==> config.mk <==
export PLATFORM = sky130hd
export DESIGN_NAME = fpu_arbiter
export DESIGN_NICKNAME = d
export VERILOG_FILES = /design/src/rtl/fpu_arbiter.sv
export SDC_FILE = /design/constraint.sdc
export NUM_CORES = 1
export LEC_CHECK = 0
export BUFFER_PORTS_ARGS = -buffer_cell sky130_fd_sc_hd__buf_2
export CORE_UTILIZATION = 35
export DETAILED_ROUTE_END_ITERATION = 16
export GPL_TIMING_DRIVEN = 0
export SYNTH_ARGS = -nofsm -noshare
export SYNTH_HDL_FRONTEND = slang
export SYNTH_SLANG_ARGS = --single-unit
==> constraint.sdc <==
create_clock -name clock_100k -period 4.5 [get_ports clock_100k]
set_input_delay 0.9 -clock clock_100k [delete_from_list [all_inputs] [get_ports clock_100k]]
set_output_delay 0.9 -clock clock_100k [all_outputs]
set_load 0.05 [all_outputs]
==> src/rtl/fpu_arbiter.sv <==
// Two-requester round-robin front end for a single shared, fixed-latency FPU.
// Holds the granted operands stable for the FPU and captures its result after FPU_LATENCY cycles.
module fpu_arbiter #(
    parameter int FPU_LATENCY = 30,
    parameter int N_CNT_W     = 8
) (
    input  logic        clock_100k,
    input  logic        reset,

    input  logic        req0_valid,
    output logic        req0_ready,
    input  logic [31:0] req0_a,
    input  logic [31:0] req0_b,

    input  logic        req1_valid,
    output logic        req1_ready,
    input  logic [31:0] req1_a,
    input  logic [31:0] req1_b,

    output logic        rsp_valid,
    output logic        rsp_id,
    output logic [31:0] rsp_data,
    output logic [3:0]  rsp_status,

    output logic [31:0] fpu_op_a,
    output logic [31:0] fpu_op_b,
    input  logic [31:0] fpu_data,
    input  logic [3:0]  fpu_status,

    output logic        busy
);

    localparam logic [0:0] IDLE = 1'b0;
    localparam logic [0:0] WAIT = 1'b1;

    localparam logic [N_CNT_W-1:0] CNT_LOAD = N_CNT_W'(FPU_LATENCY - 1);
    localparam logic [N_CNT_W-1:0] CNT_ONE  = N_CNT_W'(1);

    logic [0:0]         state;
    logic [N_CNT_W-1:0] cnt;
    logic               last_grant;
    logic               pending_id;
    logic               grant_sel;
    logic               accept;

    // On a tie the requester that was not served last wins; reset leaves last_grant at 1 so req0 wins first.
    always_comb begin
        grant_sel = 1'b0;
        if (req0_valid && req1_valid) begin
            grant_sel = ~last_grant;
        end else if (req1_valid) begin
            grant_sel = 1'b1;
        end
    end

    always_comb begin
        accept     = (state == IDLE) && (req0_valid || req1_valid);
        req0_ready = accept && req0_valid && !grant_sel;
        req1_ready = accept && req1_valid && grant_sel;
        busy       = (state == WAIT);
    end

    always_ff @(posedge clock_100k or posedge reset) begin
        if (reset) begin
            state      <= IDLE;
            cnt        <= '0;
            fpu_op_a   <= '0;
            fpu_op_b   <= '0;
            rsp_valid  <= 1'b0;
            rsp_id     <= 1'b0;
            rsp_data   <= '0;
            rsp_status <= '0;
            pending_id <= 1'b0;
            last_grant <= 1'b1;
        end else begin
            rsp_valid <= 1'b0;
            case (state)
                IDLE: begin
                    if (accept) begin
                        fpu_op_a   <= grant_sel ? req1_a : req0_a;
                        fpu_op_b   <= grant_sel ? req1_b : req0_b;
                        pending_id <= grant_sel;
                        last_grant <= grant_sel;
                        cnt        <= CNT_LOAD;
                        state      <= WAIT;
                    end
                end
                WAIT: begin
                    // Operands stay untouched here so the FPU sees them stable for the whole latency.
                    if (cnt == '0) begin
                        rsp_data   <= fpu_data;
                        rsp_status <= fpu_status;
                        rsp_id     <= pending_id;
                        rsp_valid  <= 1'b1;
                        state      <= IDLE;
                    end else begin
                        cnt <= cnt - CNT_ONE;
                    end
                end
                default: begin
                    state <= IDLE;
                end
            endcase
        end
    end

endmodule

### Word-level counts from Yosys, hierarchy flattened

Index checks and enable logic that the tools add are counted.

* output and inout bits: 105
* register bits: 113

* bitwise logic cells: 2
* equality and inequality tests: 2
* reduce and logical (&&, ||, !) cells: 12
* $add $sub $neg: 1
* muxes and demuxes: 12

Operators with widths (count)
* 32-bit 2-to-1 mux: 2
* 8-bit 2-to-1 mux: 2
* 8-bit one-hot mux with 2 select lines: 1
* 8-bit zero test: 1
* 8-bit by 1-bit subtractor with 8-bit output (second input constant): 1
* 1-bit logical AND: 6
* 1-bit 2-to-1 mux: 6
* 2-bit AND reduction: 3
* 2-bit inequality test (second input constant): 2
* 1-bit inverter: 2
* 1-bit one-hot mux with 2 select lines: 1
* 1-bit zero test: 1
* 1-bit logical OR: 1

### Longest topological paths before layout

Gate-level depths: netlist of the first run.

* word-level depth: 4
* depth in mapped cells: 7
* gate-level depth less buffers: 6

### Least setup slack after synthesis of the first run

No wires, ideal clock.

* path type: input port to output port
* start point: input req1_valid
* end point: output req0_ready
* path buffers: 2
* data arrival time: 2.547 ns
* stages: 4
* slack: 1.053 ns
* path through: a21boi_1 buf_4 buf_4 nor3b_1

* word-level cells in the longest chain between the ends: 4
* elaborated cells between the ends (all ways): 8
* classes of those cells: 2 x mux; 6 x reduce/logical

RTL lines
* from (decl): line 15 `input logic req1_valid,`
* 1-bit 2-to-1 mux (tied with other cells): line 51 `end else if (req1_valid) begin`
* 1-bit 2-to-1 mux or 1-bit logical AND (tied branches): line 49, 57
* 1-bit zero test or 1-bit logical AND (tied branches): line 58 `req0_ready = accept && req0_valid && !grant_sel;`
* 1-bit logical AND *: line 58
* to (decl): line 11 `output logic req0_ready,`

Every way passes the cells marked *; elsewhere a longest branch is shown, timed or not.

### Worst setup path in the final report of the first run

Ends and elaborated chain as after synthesis.

==> results of run 1 <==
## cell type report
class	count	area, um2	area share, %
buffer	26	176.4	2.426
inverter	6	30.03	0.4129
clock inverter	12	117.6	1.617
timing repair buffer	273	1389	19.10
multi-input combinational	273	2067	28.42
antenna	1	2.502	0.03441
sequential	113	2829	38.90
tap	180	225.2	3.097
clock buffer	20	436.7	6.004
## layer usage
layer	vias up	global-route usage [%]	wire length, um
li1	2054	-	-
met1	1988	22.79	6075
met2	198	33.11	7106
met3	23	8.411	1517
met4	4	7.546	201
met5	-	0	27
## kinds of logic after synthesis
| kind of cell | Yosys count | synth area share, % |
|---|---|---|
| AO/OA/AOI/OAI | 81 | 8.734 |
| buffers and inverters | 32 | 3.999 |
| multiplexers | 104 | 23.48 |
| adder cells (fa/ha/maj) | 2 | 0.4906 |
| flip-flops | 113 | 55.47 |
| AND/OR/NAND/NOR | 86 | 7.826 |
## power by group
group	switching (mW)	internal, mW	total, mW
logic	0.290	0.134	0.424
registers	0.0259	1.07	1.09
clock network	0.458	0.805	1.26
## state kept, by name, summed over array words and instances (netlist names)
signal / cells
last_grant: 1
rsp_id: 1
rsp_valid: 1
rsp_status: 4
rsp_data: 32
pending_id: 1
busy: 1
fpu_op_b: 32
cnt: 8
fpu_op_a: 32
## tightest hold or removal path: stages, from the launching register on
cell     delay (ns)
dfrtp_1        0.33
nand2_1        0.04
o21ai_0        0.06
## cells in the mapped netlist, types with 3 or more instances
cell and n:
buf_12 3, buf_2 9, buf_4 5, clkbuf_1 8, dfrtp_1 112, inv_1 5
mux2_2 9, mux2_4 29, mux2i_1 66, nand2_1 70, o21ai_0 36, o21ai_1 30
## metrics by stage
stage | hold slack [ns] | setup TNS [ns] | area, um2
global route | 0.4957 | 0 | 7273
floorplan | 0.4458 | 0 | 5100
CTS | 0.4789 | 0 | 7271
global placement | 0.4583 | -81.13 | 6686
finish | 0.4705 | 0 | 7273
detailed placement | 0.4673 | 0 | 6716
## layout by cell type, fill, tap and decap left out, types with 2 or more instances in the layout
master      count
a21boi_0        2
a21o_1          2
and2_1          2
buf_12          3
buf_2         281
buf_4           5
bufinv_16       2
clkbuf_1       11
clkbuf_16      17
clkinv_2        7
clkinvlp_4      3
dfrtp_1       112
ha_1            2
inv_1           4
mux2_2          9
mux2_4         29
mux2i_1        66
nand2_1        70
nand2b_1        2
nor2_1          2
o21ai_0        36
o21ai_1        30
o31ai_1         2
## worst min path at each step
stage / to / slack [ns] / cells after the start
global placement: fpu_op_a[26] / 0.46 / 2
finish: fpu_op_b[11] / 0.47 / 2
CTS: fpu_op_b[11] / 0.48 / 2
detailed placement: fpu_op_a[29] / 0.47 / 2
floorplan: pending_id / 0.45 / 1
global route: fpu_op_a[22] / 0.50 / 2
==> flow_metrics.py, run 1 <==
metrics = {
    "clock_network": {
        "numCtsBuffers": 17,
        "insertion_delay_ns": 0.41,
        "post_cts_resized": 0,
        "cts_sinks": 113,
        "clk_pin_slew_worst_paths_ns": 0.05,
        "cts-root-buf": "clkbuf_16",
        "cts_tree": "done",
        "cts_setup_buffers": 0,
        "htreeDepth": 4,
        "hold_buffers": 0,
        "clockBufferDepth": 2,
    },
    "synthesis": {
        "synth_flop_cell": "dfrtp_1",
        "async_flop_share_pct": 100.0,
        "syn_area_per_cell_um2": 12.20,
        "synth.largest_area_cell": "dfrtp_1",
        "seq_area_frac_synth_pct": 55.47,
        "yosysWarnings": 0,
        "synth-edff-count": 0,
        "netlist_area_mm2": 0.005100,
        "synthTopCellsByArea": "dfrtp_1 55%, mux2i_1 13%, mux2_4 8.5%",
        "yosysTopAreaCellShare_pct": 54.96,
        "ys_seq_elements": 113,
        "synth_cell_types": 41,
        "netlist_instances": 418,
        "synth_nets": 588,
    },
    "floorplanning": {
        "dieHeight_um": 122.7,
        "rows": 43,
        "dieArea_mm2": 0.01506,
        "ioPinCount": 273,
        "core_mm2": 0.01404,
        "initial_core_util_pct": 36.32,
        "die_width_um": 122.7,
    },
    "setup_path": {
        "worst-path-max-fanout": 10,
        "r2r-end": "rsp_data[10]",
        "critical_path_depth": 6,
        "cp_slowest_stage_delay_ns": 0.29,
        "critPathTopFamily": "buffers and inverters",
        "cpMaxStageDelayCell": "buf_4",
        "start_kind": "primary input",
        "crit_type": "primary input to output pin",
        "arrival_ns": 2.14,
        "path_cells": "buf_2 -> a21boi_1 -> buf_4 -> buf_4 -> nor3b_1 -> buf_2",
        "r2r_cells": 7,
        "critPathCapture": "req0_ready",
        "cp-startpoint": "req1_valid",
        "cp_num_buf_inv": 4,
        "endpoint_kind": "output pin",
        "rrSetupSlack_ns": 2.55,
        "cp.required_ns": 3.60,
        "rr_startpoint": "cnt[0]",
    },
    "place": {
        "port_buffers": 272,
        "placed_cells": 871,
        "routabilityCongestion": 0.7763,
        "dp_hpwl_um": 11340,
        "pre_cts_ws_ns": 1.424,
    },
    "pwr": {
        "p_per_area_mw_per_mm2": 382.0,
        "leakagePower_nw": 4.017,
        "peakVddDrop_mv": 0.2229,
        "total_power_mw": 2.779,
    },
    "route": {
        "drt_wl_total_um": 14930,
        "firstDrtPassIters": 5,
        "drcViolationCount": 0,
        "detail_route.iter0.violations": 141,
        "routedWlPerCell_um": 16.51,
        "vias": 4267,
        "via_per_inst": 4.720,
        "drtAntennaViolNets": 0,
    },
    "finish": {
        "post-route-util_pct": 51.80,
        "layout-drive-gt1-share_pct": 50.21,
        "fill_cells": 1323,
        "areaGrowthSynthToFinish_pct": 42.62,
        "fin_cells": 904,
        "fin_nets": 880,
    },
    "min_path": {
        "min_from": "fpu_op_b[11]",
        "min_path_type": "register to register",
    },
    "sta": {
        "skew_ns": 0.008785,
        "period_share_pct": 67.63,
        "setup_viol": 0,
        "setup_slack_ns": 1.457,
        "max_freq_mhz": 328.6,
        "period_needed_ns": 3.043,
        "tightest_slew_ns": 0.8587,
        "slew_viol_final": 0,
        "hold_viol": 0,
        "rsz0062_at_grt": "no",
        "slew_headroom_pct": 42.75,
    },
    "global_routing": {
        "grt_start_max_net_pins": 68,
        "grt_use_total_pct": 19.97,
        "grt_pass1_wl_um": 22280,
        "grt_pass1_vias": 4239,
        "antenna_found_initial": 3,
        "gr-total-overflow": 0,
    },
    "job": {
        "cap_violations": 0,
    },
    "outcome": {
        "status": "finished, final reports clean",
    },
}
Note: power is estimated with default switching activity, not from simulation.
==> run 2, diff against run 1 <==
==> constraint.sdc (replaced) <==
create_clock -name clock_100k -period 2.9 [get_ports clock_100k]
set_input_delay 0.58 -clock clock_100k [delete_from_list [all_inputs] [get_ports clock_100k]]
set_output_delay 0.58 -clock clock_100k [all_outputs]
set_load 0.05 [all_outputs]
==> run 2 against run 1 <==
  * Critical path depth fell by 1
  * Global-route usage fell by 0.38 points
  * Design area rose by 0.45%
  * Combinational power rose by 56%
  * Largest cell class unchanged
  * Die area did not move
  * Sequential power rose by 56%
  * Worst hold slack got worse by 0.15 ns
  * First-iteration DRC count fell by 18%
==> flow_metrics.py, run 2 (synthesized netlist as in run 1, its figures left out) <==
metrics = {
    "floorplanning": {
        "rows": 43,
        "ioPinCount": 273,
        "die_width_um": 122.7,
        "initial_core_util_pct": 36.32,
        "dieArea_mm2": 0.01506,
        "core_mm2": 0.01404,
        "dieHeight_um": 122.7,
    },
    "clock_network": {
        "cts_setup_buffers": 0,
        "numCtsBuffers": 17,
        "htreeDepth": 4,
        "insertion_delay_ns": 0.40,
        "cts-root-buf": "clkbuf_16",
        "clockBufferDepth": 2,
        "hold_buffers": 0,
        "cts_tree": "done",
        "cts_sinks": 113,
        "clk_pin_slew_worst_paths_ns": 0.05,
        "post_cts_resized": 0,
    },
    "global_routing": {
        "grt_pass1_vias": 4411,
        "antenna_found_initial": 3,
        "grt_start_max_net_pins": 41,
        "grt_pass1_wl_um": 22090,
        "grt_use_total_pct": 19.59,
        "gr-total-overflow": 0,
    },
    "pwr": {
        "p_per_area_mw_per_mm2": 596.0,
        "swShare_pct": 27.41,
        "p_seq_share_pct": 39.0,
        "switchingPower_mw": 1.194,
        "leakagePower_nw": 4.028,
        "p_int_mw": 3.160,
        "p_comb_share_pct": 15.1,
        "power_frac_clock_pct": 45.9,
        "peakVddDrop_mv": 0.3274,
    },
    "setup_path": {
        "cpMostUsedCell": "buf_4",
        "start_kind": "register",
        "cp_slowest_stage_delay_ns": 0.54,
        "path_cells": "a21boi_1 -> buf_4 -> buf_4 -> nor3b_1 -> buf_2",
        "crit_type": "register to output pin",
        "cp.required_ns": 2.32,
        "endpoint_kind": "output pin",
        "arrival_ns": 1.98,
        "worst-path-max-fanout": 10,
        "cpMaxStageDelayCell": "dfstp_2",
    },
    "finish": {
        "postLayoutCellArea_mm2": 0.007306,
        "final_common_cell": "buf_2",
        "areaGrowthSynthToFinish_pct": 43.25,
        "reg.largest.list": "fpu_op_a (32), fpu_op_b (32), rsp_data (32)",
        "layout-drive-gt1-share_pct": 50.41,
        "multi_input_area_mm2": 0.002067,
        "layout_common_cells": "281 x buf_2, 112 x dfrtp_1, 70 x nand2_1",
        "fin_nets": 881,
        "fill_cells": 1274,
        "register_area_mm2": 0.002829,
    },
    "route": {
        "via_per_inst": 4.792,
        "vias": 4337,
        "firstDrtPassIters": 4,
        "drt_wl_total_um": 14700,
        "drtAntennaViolNets": 0,
        "drcViolationCount": 0,
        "routedWlPerCell_um": 16.24,
        "detail_route.iter0.violations": 115,
    },
    "place": {
        "pre_cts_ws_ns": 0.5185,
        "placed_area_mm2": 0.006730,
        "routabilityCongestion": 0.7707,
        "port_buffers": 272,
        "dp_hpwl_um": 11350,
    },
    "sta": {
        "rsz0062_at_grt": "no",
        "tightest_slew_ns": 0.7959,
        "hold_viol": 0,
        "slew_headroom_pct": 46.83,
        "setup_viol": 0,
        "skew_ns": 0.005207,
        "setup_slack_ns": 0.3440,
        "max_freq_mhz": 391.2,
        "period_needed_ns": 2.556,
        "tns_ns": 0,
        "period_share_pct": 88.14,
        "slew_viol_final": 0,
        "whs_ns": 0.3228,
    },
    "min_path": {
        "min_path_type": "primary input to async pin",
    },
    "job": {
        "cap_violations": 0,
    },
    "outcome": {
        "status": "finished, final reports clean",
    },
}
run 2: cell types whose count changed in the layout (fill, tap and decap cells not counted), sizes merged:
cell      before  now
buf          291  292
clkbuf        28   29
clkinv         8    7
clkinvlp       3    4
inv            5    4
run 2: power groups by stage:
stage	clock network [mW]	registers, mW	logic, mW
2_1_floorplan	0	1.98	0.152
3_3_place_gp	0	1.72	0.651
3_5_place_dp	0	1.72	0.669
4_1_cts	2.06	1.70	0.669
5_1_grt	2.12	1.71	0.708
6_report	2.00	1.70	0.660
run 2: area by class of cell:
cell class | instances | share of cell area, %
clock inverters | 11 | 1.541
repair buffers | 274 | 19.18
inverters | 6 | 0.4282
clock buffers | 21 | 6.302
diodes | 1 | 0.03425
well taps | 180 | 3.083
flip-flops and latches | 113 | 38.72
plain buffers | 26 | 2.415
multi-input cells | 273 | 28.29
run 2: through the flow:
step	utilization, %	instances	power [mW]
after floorplan	-	418	2.135
after global placement	47.64	870	2.368
after detailed placement	47.93	872	2.389
after CTS	52.01	904	4.420
after global routing	52.03	905	4.534
final	52.03	905	4.354
run 2: worst max-delay path, delay by kind of cell (launching register included):
family	cells	cell delay [ns]
DFF	1	0.54
buffers and inverters	3	0.73
AOI/OAI and AO/OA	1	0.09
and+or+nand+nor	1	0.21
run 2: path summary, 6_finish.rpt:
check | endpoint | cells after the start | slack, ns | start
setup / recovery | req0_ready | 5 | 0.34 | last_grant
hold / removal | rsp_data[20] | 2 | 0.32 | reset
setup reg to reg | rsp_data[18] | 7 | 0.93 | cnt[0]
hold reg to reg | fpu_op_b[6] | 2 | 0.47 | fpu_op_b[6]
max in group asynchronous | last_grant | 3 | 1.86 | reset
min in group clock_100k | last_grant | 2 | 0.41 | req0_valid
run 2: per-layer routing:
metal  GRT usage (%)  vias up  wire, um
met2           33.36      216      7136
met4           8.613        4       325
met1           21.55     2034      5702
met5               0        -        26
met3           7.621       30      1504
li1                -     2053         -
==> run 3, diff against run 2 <==
--- a/config.mk
+++ b/config.mk
@@ -5,9 +5,10 @@
 export SDC_FILE = /design/constraint.sdc
 export NUM_CORES = 1
 export LEC_CHECK = 0
-export BUFFER_PORTS_ARGS = -buffer_cell sky130_fd_sc_hd__buf_2
+export CORE_ASPECT_RATIO = 1.4
 export CORE_UTILIZATION = 35
 export DETAILED_ROUTE_END_ITERATION = 16
+export DONT_BUFFER_PORTS = 1
 export GPL_TIMING_DRIVEN = 0
 export SYNTH_ARGS = -nofsm -noshare
 export SYNTH_HDL_FRONTEND = slang
==> run 3 against run 2 <==
  * Sequential power is 16% higher
  * First-iteration DRC count down 4.3%
  * Global-route usage shrank 2.0 points
  * Setup slack got worse by 0.22 ns
  * Die area about the same
  * Design area down 18%
  * Final cell count decreased by 30%
  * Clock power is 6% higher
  * Via count shrank 23%
  * Critical path depth shrank 1
==> flow_metrics.py, run 3 (synthesized netlist as in run 1, its figures left out) <==
metrics = {
    "outcome": {
        "status": "finished, final reports clean",
    },
    "clock_network": {
        "post_cts_resized": 0,
        "cts_sinks": 113,
        "clockBufferDepth": 2,
        "insertion_delay_ns": 0.40,
        "cts_setup_buffers": 0,
        "clk_pin_slew_worst_paths_ns": 0.06,
        "cts_tree": "done",
        "cts-root-buf": "clkbuf_16",
        "hold_buffers": 0,
        "numCtsBuffers": 17,
        "htreeDepth": 4,
    },
    "setup_path": {
        "worst-path-max-fanout": 10,
        "rr_startpoint": "busy",
        "cpMaxStageDelayCell": "nor3b_2",
        "endpoint_kind": "output pin",
        "cpMostUsedCell": "buf_4",
        "cp.required_ns": 2.32,
        "r2r-end": "cnt[4]",
        "arrival_ns": 2.20,
        "r2r_cells": 5,
        "crit_type": "register to output pin",
        "path_cells": "a21boi_1 -> buf_4 -> buf_4 -> nor3b_2",
        "cp_slowest_stage_delay_ns": 0.71,
        "start_kind": "register",
        "rrSetupSlack_ns": 0.57,
    },
    "job": {
        "cap_violations": 0,
    },
    "finish": {
        "final_common_cell": "dfrtp_1",
        "reg.largest.list": "fpu_op_a (32), fpu_op_b (32), rsp_data (32)",
        "layout_common_cells": "112 x dfrtp_1, 70 x nand2_1, 66 x mux2i_1",
        "layout-drive-gt1-share_pct": 21.02,
        "fill_cells": 1336,
        "antenna_cells": 0,
        "fin_nets": 609,
        "areaGrowthSynthToFinish_pct": 17.35,
        "post-route-util_pct": 42.63,
    },
    "route": {
        "vias": 3334,
        "drt_wl_total_um": 13270,
        "firstDrtPassIters": 4,
        "drcViolationCount": 0,
        "routedWlPerCell_um": 20.83,
        "drtAntennaViolNets": 0,
        "via_per_inst": 5.234,
        "detail_route.iter0.violations": 110,
    },
    "sta": {
        "hold_viol": 0,
        "tns_ns": 0,
        "whs_ns": 0.1601,
        "slew_headroom_pct": 43.67,
        "slew_viol_final": 0,
        "skew_ns": 0.007985,
        "max_freq_mhz": 359.9,
        "period_share_pct": 95.82,
        "setup_viol": 0,
        "tightest_slew_ns": 0.8413,
        "rsz0062_at_grt": "no",
        "period_needed_ns": 2.779,
    },
    "global_routing": {
        "grt_pass1_vias": 3561,
        "antenna_found_initial": 0,
        "grt_use_total_pct": 17.58,
        "grt_start_max_net_pins": 44,
        "gr-total-overflow": 0,
        "grt_pass1_wl_um": 19930,
    },
    "place": {
        "dp_hpwl_um": 10050,
        "routabilityCongestion": 0.8480,
        "port_buffers": 0,
    },
    "floorplanning": {
        "ioPinCount": 273,
        "die_width_um": 104.0,
        "dieHeight_um": 144.8,
        "initial_core_util_pct": 36.33,
        "dieArea_mm2": 0.01506,
        "core_mm2": 0.01404,
        "rows": 51,
    },
    "min_path": {
        "min_path_type": "primary input to async pin",
    },
    "pwr": {
        "p_per_area_mw_per_mm2": 718.4,
        "total_power_mw": 4.299,
        "leakagePower_nw": 2.874,
        "peakVddDrop_mv": 0.2876,
    },
}
[run 3: layer usage]
layer | global-route usage [%] | routed length (um) | vias up
met5 | 0 | 0 | -
li1 | - | - | 1506
met2 | 31.61 | 7065 | 197
met3 | 6.673 | 1173 | 14
met1 | 18.52 | 4811 | 1617
met4 | 7.218 | 221 | 0
[run 3: critical path, delay by kind of cell, from the launching register on]
family | cells | cell delay [ns]
flops | 1 | 0.54
compound gates | 1 | 0.10
buf+inv | 2 | 0.44
simple gates | 1 | 0.71
[run 3: report_power, final]
part / switching [mW] / internal, mW / total, mW
logic: 0.111 / 0.0827 / 0.194
clock network: 0.752 / 1.37 / 2.13
registers: 0.333 / 1.65 / 1.98
[run 3: layout make-up]
| class | instances | area, um2 | area share (%) |
|---|---|---|---|
| Inverter | 6 | 31.28 | 0.5227 |
| Clock buffer | 19 | 442.9 | 7.401 |
| Buffer | 26 | 176.4 | 2.948 |
| Multi-Input combinational cell | 273 | 2072 | 34.62 |
| Tap cell | 185 | 231.5 | 3.868 |
| Sequential cell | 113 | 2829 | 47.27 |
| Clock inverter | 13 | 161.4 | 2.697 |
| Timing Repair Buffer | 2 | 40.04 | 0.6690 |
[run 3: worst max path at each step]
| stage | start | end | cells after the start |
|---|---|---|---|
| 2_1_floorplan | req1_valid | req0_ready | 4 |
| 3_3_place_gp | req1_valid | req0_ready | 4 |
| 3_5_place_dp | req1_valid | req0_ready | 4 |
| 4_1_cts | last_grant | req0_ready | 4 |
| 5_1_grt | last_grant | req0_ready | 4 |
| 6_report | last_grant | req0_ready | 4 |
[run 3: per-stage QoR]
stage	instances	setup WS [ns]	area [um2]
final	637	0.1213	5984
after global routing	637	0.02362	5984
after CTS	637	0.06984	5984
after detailed placement	605	0.4192	5380
after global placement	603	-0.1248	5335
after floorplan	418	0.09275	5104
